## config.mk

```make
export PLATFORM = sky130hd
export DESIGN_NAME = cpu_io_responder
export DESIGN_NICKNAME = d
export VERILOG_FILES = /design/src/rtl/cpu_io_pkg.sv /design/src/rtl/io_fifo.sv /design/src/rtl/cpu_io_responder.sv
export SDC_FILE = /design/constraint.sdc
export NUM_CORES = 1
export LEC_CHECK = 0
export CAP_MARGIN = 20
export CORE_MARGIN = 2
export CORE_UTILIZATION = 40
export DETAILED_ROUTE_END_ITERATION = 12
export PLACE_DENSITY_LB_ADDON = 0.25
export SETUP_SLACK_MARGIN = 0.05
export SLEW_MARGIN = 20
export SYNTH_ARGS = -nofsm -noshare
export SYNTH_HDL_FRONTEND = slang
export SYNTH_SLANG_ARGS = --single-unit
```

## constraint.sdc

```tcl
create_clock -name clk -period 2.8 [get_ports clk]
set_clock_uncertainty 0.2 [all_clocks]
set_input_delay 0.56 -clock clk [delete_from_list [all_inputs] [get_ports clk]]
set_output_delay 0.56 -clock clk [all_outputs]
set_load 0.02 [all_outputs]
```

## src/rtl/cpu_io_pkg.sv

```systemverilog
// Shared constants for the CPU IN/OUT port responder.
// Port numbers, handshake state encoding, status bit layout.
package cpu_io_pkg;

  typedef enum logic {
    IDLE = 1'b0,
    ACK  = 1'b1
  } io_state_t;

  localparam logic [7:0] PORT_OUT0   = 8'd0;
  localparam logic [7:0] PORT_OUT1   = 8'd1;
  localparam logic [7:0] PORT_OUT2   = 8'd2;
  localparam logic [7:0] PORT_OUT3   = 8'd3;
  localparam logic [7:0] PORT_FIFO   = 8'd4;
  localparam logic [7:0] PORT_STATUS = 8'd5;
  localparam logic [7:0] PORT_TIMER  = 8'd6;

  localparam int STAT_NE      = 0;
  localparam int STAT_FULL    = 1;
  localparam int STAT_CNT_LSB = 4;

endpackage

```

## src/rtl/io_fifo.sv

```systemverilog
// Byte FIFO for external input producers.
// push/din in, pop/dout out, full/empty/count status; sync rst.
module io_fifo #(
  parameter int DEPTH = 4
) (
  input  logic                     clk,
  input  logic                     rst,
  input  logic                     push,
  input  logic [7:0]               din,
  input  logic                     pop,
  output logic [7:0]               dout,
  output logic                     full,
  output logic                     empty,
  output logic [$clog2(DEPTH):0]   count
);

  localparam int AW = $clog2(DEPTH);
  localparam int CW = AW + 1;

  logic [7:0]    mem [DEPTH];
  logic [AW-1:0] wp;
  logic [AW-1:0] rp;
  logic          do_push;
  logic          do_pop;

  assign full    = (count == CW'(DEPTH));
  assign empty   = (count == '0);
  assign do_push = push && !full;
  assign do_pop  = pop && !empty;
  assign dout    = mem[rp];

  always_ff @(posedge clk) begin
    if (do_push) mem[wp] <= din;
  end

  // Depth is a power of two, so pointers wrap naturally.
  always_ff @(posedge clk) begin
    if (rst) begin
      wp    <= '0;
      rp    <= '0;
      count <= '0;
    end else begin
      if (do_push) wp <= wp + 1'b1;
      if (do_pop)  rp <= rp + 1'b1;
      unique case ({do_push, do_pop})
        2'b10:   count <= count + 1'b1;
        2'b01:   count <= count - 1'b1;
        default: count <= count;
      endcase
    end
  end

endmodule

```

## src/rtl/cpu_io_responder.sv

```systemverilog
// CPU IN/OUT port responder: req/ack handshake, 4 output latches,
// input FIFO, status reg, optional timer (macro IOPORT_TIMER_EN).
// Ports: clk, rst, io_req/io_wr/io_port/io_wdata in; io_ack/io_rdata
// out; out0..out3; in_valid/in_data in, in_ready out.
module cpu_io_responder
  import cpu_io_pkg::*;
#(
  parameter int FIFO_DEPTH = 4,
  parameter int TIMER_DIV  = 16
) (
  input  logic       clk,
  input  logic       rst,
  input  logic       io_req,
  input  logic       io_wr,
  input  logic [7:0] io_port,
  input  logic [7:0] io_wdata,
  output logic       io_ack,
  output logic [7:0] io_rdata,
  output logic [7:0] out0,
  output logic [7:0] out1,
  output logic [7:0] out2,
  output logic [7:0] out3,
  input  logic       in_valid,
  input  logic [7:0] in_data,
  output logic       in_ready
);

  localparam int CW = $clog2(FIFO_DEPTH) + 1;

  io_state_t     state;
  io_state_t     state_nx;
  logic          take;
  logic [7:0]    out_q [4];
  logic [7:0]    rd_nx;
  logic [7:0]    status;
  logic [7:0]    tmr_val;
  logic          is_out;
  logic          wr_out;
  logic          pop;
  logic [7:0]    fifo_dout;
  logic          fifo_full;
  logic          fifo_empty;
  logic [CW-1:0] fifo_count;

  io_fifo #(.DEPTH(FIFO_DEPTH)) u_fifo (
    .clk   (clk),
    .rst   (rst),
    .push  (in_valid),
    .din   (in_data),
    .pop   (take && pop),
    .dout  (fifo_dout),
    .full  (fifo_full),
    .empty (fifo_empty),
    .count (fifo_count)
  );

  assign in_ready = !fifo_full;
  assign io_ack   = (state == ACK);
  assign is_out   = (io_port[7:2] == 6'd0);
  assign out0     = out_q[0];
  assign out1     = out_q[1];
  assign out2     = out_q[2];
  assign out3     = out_q[3];

  always_comb begin
    status                      = '0;
    status[STAT_NE]             = !fifo_empty;
    status[STAT_FULL]           = fifo_full;
    status[STAT_CNT_LSB +: 4]   = 4'(fifo_count);
  end

  always_comb begin
    state_nx = state;
    take     = 1'b0;
    unique case (state)
      IDLE: if (io_req) begin
        take     = 1'b1;
        state_nx = ACK;
      end
      ACK: if (!io_req) state_nx = IDLE;
      default: state_nx = IDLE;
    endcase
  end

`ifdef IOPORT_TIMER_EN
  logic tmr_clr;
`endif

  always_comb begin
    rd_nx  = 8'hFF;
    pop    = 1'b0;
    wr_out = 1'b0;
`ifdef IOPORT_TIMER_EN
    tmr_clr = 1'b0;
`endif
    unique case (1'b1)
      is_out: begin
        rd_nx  = out_q[io_port[1:0]];
        wr_out = io_wr;
      end
      io_port == PORT_FIFO: begin
        rd_nx = fifo_empty ? 8'h00 : fifo_dout;
        pop   = !io_wr && !fifo_empty;
      end
      io_port == PORT_STATUS: rd_nx = status;
      io_port == PORT_TIMER: begin
        rd_nx = tmr_val;
`ifdef IOPORT_TIMER_EN
        tmr_clr = io_wr;
`endif
      end
      default: ;
    endcase
  end

  always_ff @(posedge clk) begin
    if (rst) begin
      state    <= IDLE;
      io_rdata <= '0;
      for (int i = 0; i < 4; i++) out_q[i] <= '0;
    end else begin
      state <= state_nx;
      if (take) begin
        io_rdata <= rd_nx;
        if (wr_out) out_q[io_port[1:0]] <= io_wdata;
      end
    end
  end

`ifdef IOPORT_TIMER_EN
  localparam int PW = (TIMER_DIV > 1) ? $clog2(TIMER_DIV) : 1;

  logic [PW-1:0] pre;
  logic [7:0]    tmr;
  logic          wrap;

  assign wrap    = (pre == PW'(TIMER_DIV - 1));
  assign tmr_val = tmr;

  // Clear beats a coincident increment.
  always_ff @(posedge clk) begin
    if (rst) begin
      pre <= '0;
      tmr <= '0;
    end else begin
      pre <= wrap ? '0 : pre + 1'b1;
      if (take && tmr_clr) tmr <= '0;
      else if (wrap)       tmr <= tmr + 1'b1;
    end
  end
`else
  logic unused_div;
  assign unused_div = |TIMER_DIV;
  assign tmr_val    = 8'h00;
`endif

endmodule
```

---- Yosys cells after proc, flatten, opt, wreduce, memory -nomap -nowiden ----
Memories as Yosys holds them, arrays and structs flattened. A register that Yosys moved wholly into a read port is not among the register bits.
Cells that the tools add are included.
storage, ports and cells
  bits in registers ....................... 16
  latch bits .............................. 0
  memory bits (writable) .................. 64
  memory bits (read-only) ................. 0
  memories kept ........................... 2
operators by class
  $add $sub $neg .......................... 4
  multiply operators ...................... 0
  divide/modulo/power cells ............... 0
  order comparisons ....................... 0
  equal/unequal tests ..................... 6
  shift operators ......................... 0
  mux-type cells .......................... 20
  bitwise gates (word level) .............. 0
  reductions and logical operators ........ 11
memory list
  memory      depth  bits a word  read ports  clocked after memory_dff  wr ports  RTL line                RTL
  out_q       4      8            5           0                         4         cpu_io_responder.sv:33  logic [7:0] out_q [4];
  u_fifo.mem  4      8            1           1                         1         io_fifo.sv:20           logic [7:0] mem [DEPTH];
operator list
  operator             count
  $pmux 8 s4           1
  $eq 8x3->1 const B   3
  $mux 8               2
  $mux 1               13
  $reduce_or 8->1      1
  $logic_not 6->1      1
  $mux 2               3
  $pmux 3 s2           1
  $add 2x1->2 const B  2
  $logic_and 1x1->1    4
  $add 3x1->3 const B  1
  $eq 3x3->1 const B   1
  $logic_not 1->1      3
  $logic_not 3->1      1
  $sub 3x1->3 const B  1
  $eq 2x1->1 const B   1
  $eq 2x2->1 const B   1
  $reduce_bool 2->1    1

---- Logic depth before layout (Yosys ltp) ----
Gate-level depths: netlist of run 1.
  depth after elaboration ................. 8
  gate-level depth with buffers ........... 11
  depth with buffers taken out ............ 9

---- By module ----
From an unflattened synthesis of run 1, not the netlist that was laid out.
unflattened totals
  cell total of the unflattened synthesis .. 259
  area total of the unflattened synthesis .. 3647.2 um^2
by module, submodules not included
  module            times used  cells each  area an instance (um^2)
  cpu_io_responder  1           163         2016.9
  io_fifo           1           96          1630.3

---- Worst setup path before layout of run 1 ----
No wires, ideal clock.
  path type ............................... input to register
  start point ............................. input io_port[0]
  end point ............................... register u_fifo.count[2]
  setup time .............................. 0.070 ns
  data arrival time ....................... 2.655 ns
  data required time ...................... 2.530 ns
  path slack .............................. -0.126 ns
  stages on the path ...................... 11
  cell sequence ........................... buf_4 nor2_1 clkbuf_1 o311ai_0 nor4_1 ha_1 inv_1 fa_1 xor2_1 or3_1 a21oi_1
on the way
  word-level cells in the longest chain between the ends .. 6
  elaborated cells between the ends (all ways) .. 8
  those cells by class .................... eq/ne (3); mux (2); reduce/logical (3)
ends and longest elaborated chain
  element                                          RTL line                 RTL
  from (decl)                                      cpu_io_responder.sv:15   input logic [7:0] io_port,
  $eq 8x3->1 *                                     cpu_io_responder.sv:101  io_port == PORT_FIFO: begin
  $mux 1 *                                         cpu_io_responder.sv:96   unique case (1'b1)
  $logic_and 1x1->1 *                              cpu_io_responder.sv:50   .pop (take && pop),
  $logic_and 1x1->1 *                              io_fifo.sv:29            assign do_pop = pop && !empty;
  $eq 2x1->1 or $eq 2x2->1 (tied branches)         io_fifo.sv:45            unique case ({do_push, do_pop})
  $pmux 3 s2 or $reduce_bool 2->1 (tied branches)  --
  to (signal assigned)                             io_fifo.sv:46            2'b10: count <= count + 1'b1;
  to (signal assigned)                             io_fifo.sv:47            2'b01: count <= count - 1'b1;
  to (signal assigned)                             io_fifo.sv:48            default: count <= count;
  to (decl)                                        io_fifo.sv:14            output logic [$clog2(DEPTH):0] count
Every way passes the cells marked *; elsewhere a longest branch is shown, timed or not.
A chain may end at the register's enable or synchronous reset.

---- Worst setup path in the final report of run 1 ----
  start point ............................. input io_port[7]
  end point ............................... register u_fifo.count[2]
Same word-level chain as after synthesis.

==> flow_summary.ini, run 1 <==
[run_status]
run_status = complete, no violations

[timing]
drv_slew = 0
hold_viol = 0
rsz0062_at_grt = false
max_slew_margin_pct = 64.8
timing.final.crit_period_ps = 2740
fmax_ghz = 0.365
hold_ws_ps = 298
setup_ws_ps = 57.0
tightest_slew_ps = 528
period_share_pct = 98.0
setup_viol = 0

[synthesis]
synthArstFlopShare_pct = 0
synth_area_per_cell_um2 = 14.4
netlist_area_um2 = 3600
synth-seq-area-share_pct = 63.4
ys.flop_type = edfxtp_1
synth_edf_count = 64
ys_types = 45
ys_seq_elements = 82
synthCells = 250
synth_warnings = 0
synth_nets = 285

[global_route]
grt_pass1_wl_mm = 12.8
grt_use_total_pct = 17.4
grt_overflow = 0
antenna_found_initial = 0
grt_pass1_vias = 2373
grt_max_degree = 22

[clock_network]
cts_hold_buffers = 0
clock_latency_ps = 350
htreeDepth = 3
numClockSinks = 82
cts_buffer_depth = 2
path_clk_slew_ps = 80
cts_root_buffer = clkbuf_8
cts_tree = done
cts-buffers-inserted = 9

[place]
hpwl_mm = 5.77
place_congestion = 0.796
dp_slack_ps = -480
io_buffer_count = 70
placed_area_um2 = 4610
post-place-cells = 442

[detailed_routing]
wl_per_cell_um = 17.4
first_pass_iters = 5
vias = 2389
viasPerCell = 5.18
finalWirelength_mm = 8.04
drtIter0Drc = 136
detail_route.drc_violations = 0
detail-route-antenna-nets = 0

[critical_path]
crit_type = input port to flip-flop
arrival_ps = 2820
path_cells = clkdlybuf4s15_1 > or4_4 > nor4_4 > ha_2 > inv_2 > fa_2 > xor2_1 > or3_1 > a21oi_2
worstReg2RegStart = u_fifo.count[2]
crit_path_max_fanout = 2
crit_start = io_port[7]
startpoint_type = input port
required_ps = 2880
endpoint_kind = flip-flop
slowest_stage = or4_4
slowest_delay_ps = 560

[hold_path]
holdCritStartpoint = u_fifo.rp[1]
hp-class = flip-flop to flip-flop

[finish]
final_design_area_no_fill_um2 = 4860
nets = 383
final_util_pct = 55.7
final_cells = 461
drive_gt1_share_pct = 21.8
insertedDiodeCount = 0
syn_to_final_growth_pct = 35.0

[pwr]
vdd_drop_max_mv = 0.252
power_density_nw_per_um2 = 516
p_leak_nw = 1.78

[die]
die_w_um = 98.9
die_h_um = 98.9
row_count = 34
io_pins = 71
dieArea_um2 = 9770
start_util_pct = 41.3
core-area_um2 = 8720

[job]
maxCapViolations = 0
## layer usage
layer / up-vias / global-route usage (%) / part of all wire, % / wire [um]
li1: 1141 / - / - / -
met1: 1178 / 24.9 / 45 / 3630
met2: 57 / 26.1 / 49 / 3900
met3: 13 / 3.62 / 4.4 / 357
met4: 0 / 7.06 / 1.9 / 155
met5: - / 0 / 0 / 0
## path summary, 6_finish.rpt
| path | to | slack [ps] | cells after the start |
|---|---|---|---|
| max | u_fifo.count[2] | 60 | 9 |
| min | flip-flop | 300 | 2 |
| max reg2reg | u_fifo.count[2] | 320 | 8 |
| min reg2reg | flip-flop | 300 | 2 |
## final cells by class
cell class | count | area [um^2]
timing repair buffer | 100 | 937
multi-input combinational | 146 | 1280
fill | 723 | 3860
clock buffer | 9 | 124
tap | 108 | 135
clock inverter | 7 | 70.1
inverter | 9 | 33.8
sequential | 82 | 2280
## power breakdown
group	switching (mW)	total (mW)	internal, mW
Clock	0.427	0.837	0.410
Combinational	0.146	0.287	0.141
Sequential	0.0253	1.38	1.36
## cell usage in the layout (no fill, tap or decap), types with 2 or more instances in the layout
cell type        count
clkdlybuf4s50_1     64
inv_1                8
edfxtp_1            64
dlygate4sd2_1        3
a311oi_1             5
a31oi_1              2
dfxtp_1             18
nor3_2               2
o21bai_1             5
nand2_1             14
clkbuf_8             9
xor2_1               2
buf_4               29
and3_1              12
nand3_1              3
clkdlybuf4s15_1      2
ha_1                 4
clkinv_2             2
o21ai_0              7
a21oi_1              7
mux4_2              16
or3_1                2
nand2b_1             3
nor4_4               2
clkinv_4             3
nor2_1              12
and2_1              24
## worst max-delay path: cells and delay by family
kind	cells	cell delay, ps
AND/OR/NAND/NOR	3	1180
adder cells (fa/ha/maj)	2	560
buffers and inverters	2	220
XOR/XNOR	1	150
AO/OA/AOI/OAI	1	150
## cell families (layout without fill, tap and decap cells)
family	after synthesis	after routing	synth area share, %
AO/OA/AOI/OAI	34	34	6.36
buffers and inverters	22	125	2.61
flip-flops	82	82	63.4
XOR/XNOR	3	3	0.730
multiplexers	16	16	10.0
adder cells (fa/ha/maj)	6	6	2.29
AND/OR/NAND/NOR	87	87	14.6
## state kept, by name, indices dropped and copies added (netlist names), named ones only
| register | flops |
|---|---|
| out_q | 32 |
| u_fifo.mem | 32 |
| io_rdata | 8 |
| u_fifo.count | 3 |
| u_fifo.rp | 2 |
| u_fifo.wp | 2 |
| io_ack | 1 |
## timing repair
| item | 4_1_cts | 5_1_grt |
|---|---|---|
| gates resized for setup | 10 | 5 |
| endpoints found under the hold margin | 0 | 0 |
| pin swaps | 6 | 6 |
| endpoints found under the setup margin | 1 | 1 |
| setup buffers | 1 | 2 |
## cells in the mapped netlist (3+ instances only)
library cell | count | area [um^2]
nor2_1 | 13 | 48.8
o21ai_0 | 7 | 35.0
and2_1 | 24 | 150
nand3_1 | 3 | 15.0
buf_2 | 4 | 20.0
nand2_1 | 14 | 52.6
inv_1 | 9 | 33.8
dfxtp_1 | 18 | 360
ha_1 | 5 | 62.6
a21oi_1 | 8 | 40.0
and3_1 | 12 | 75.1
nand2b_1 | 4 | 25.0
o21bai_1 | 5 | 37.5
a311oi_1 | 5 | 43.8
clkbuf_1 | 5 | 18.8
mux4_2 | 16 | 360
edfxtp_1 | 64 | 1920
## metrics by stage
| step | TNS, ps | power [mW] |
|---|---|---|
| 2_1_floorplan | 0 | 1.54 |
| 3_3_place_gp | -2410 | 1.69 |
| 3_5_place_dp | -3010 | 1.70 |
| 4_1_cts | 0 | 2.53 |
| 5_1_grt | 0 | 2.62 |
| 6_report | 0 | 2.51 |
Note: power is estimated with default switching activity, not from simulation.
==> inputs of run 2 (changes only) <==
CAP_MARGIN = not set   (was 20)
==> results of run 2 <==
Final layout, timing and power as in run 1 (identical DEF).
==> inputs of run 3 (changes only) <==
GPL_ROUTABILITY_DRIVEN = 0   (was not set)
==> results of run 3 <==
Final layout, timing and power as in run 1 (identical DEF).
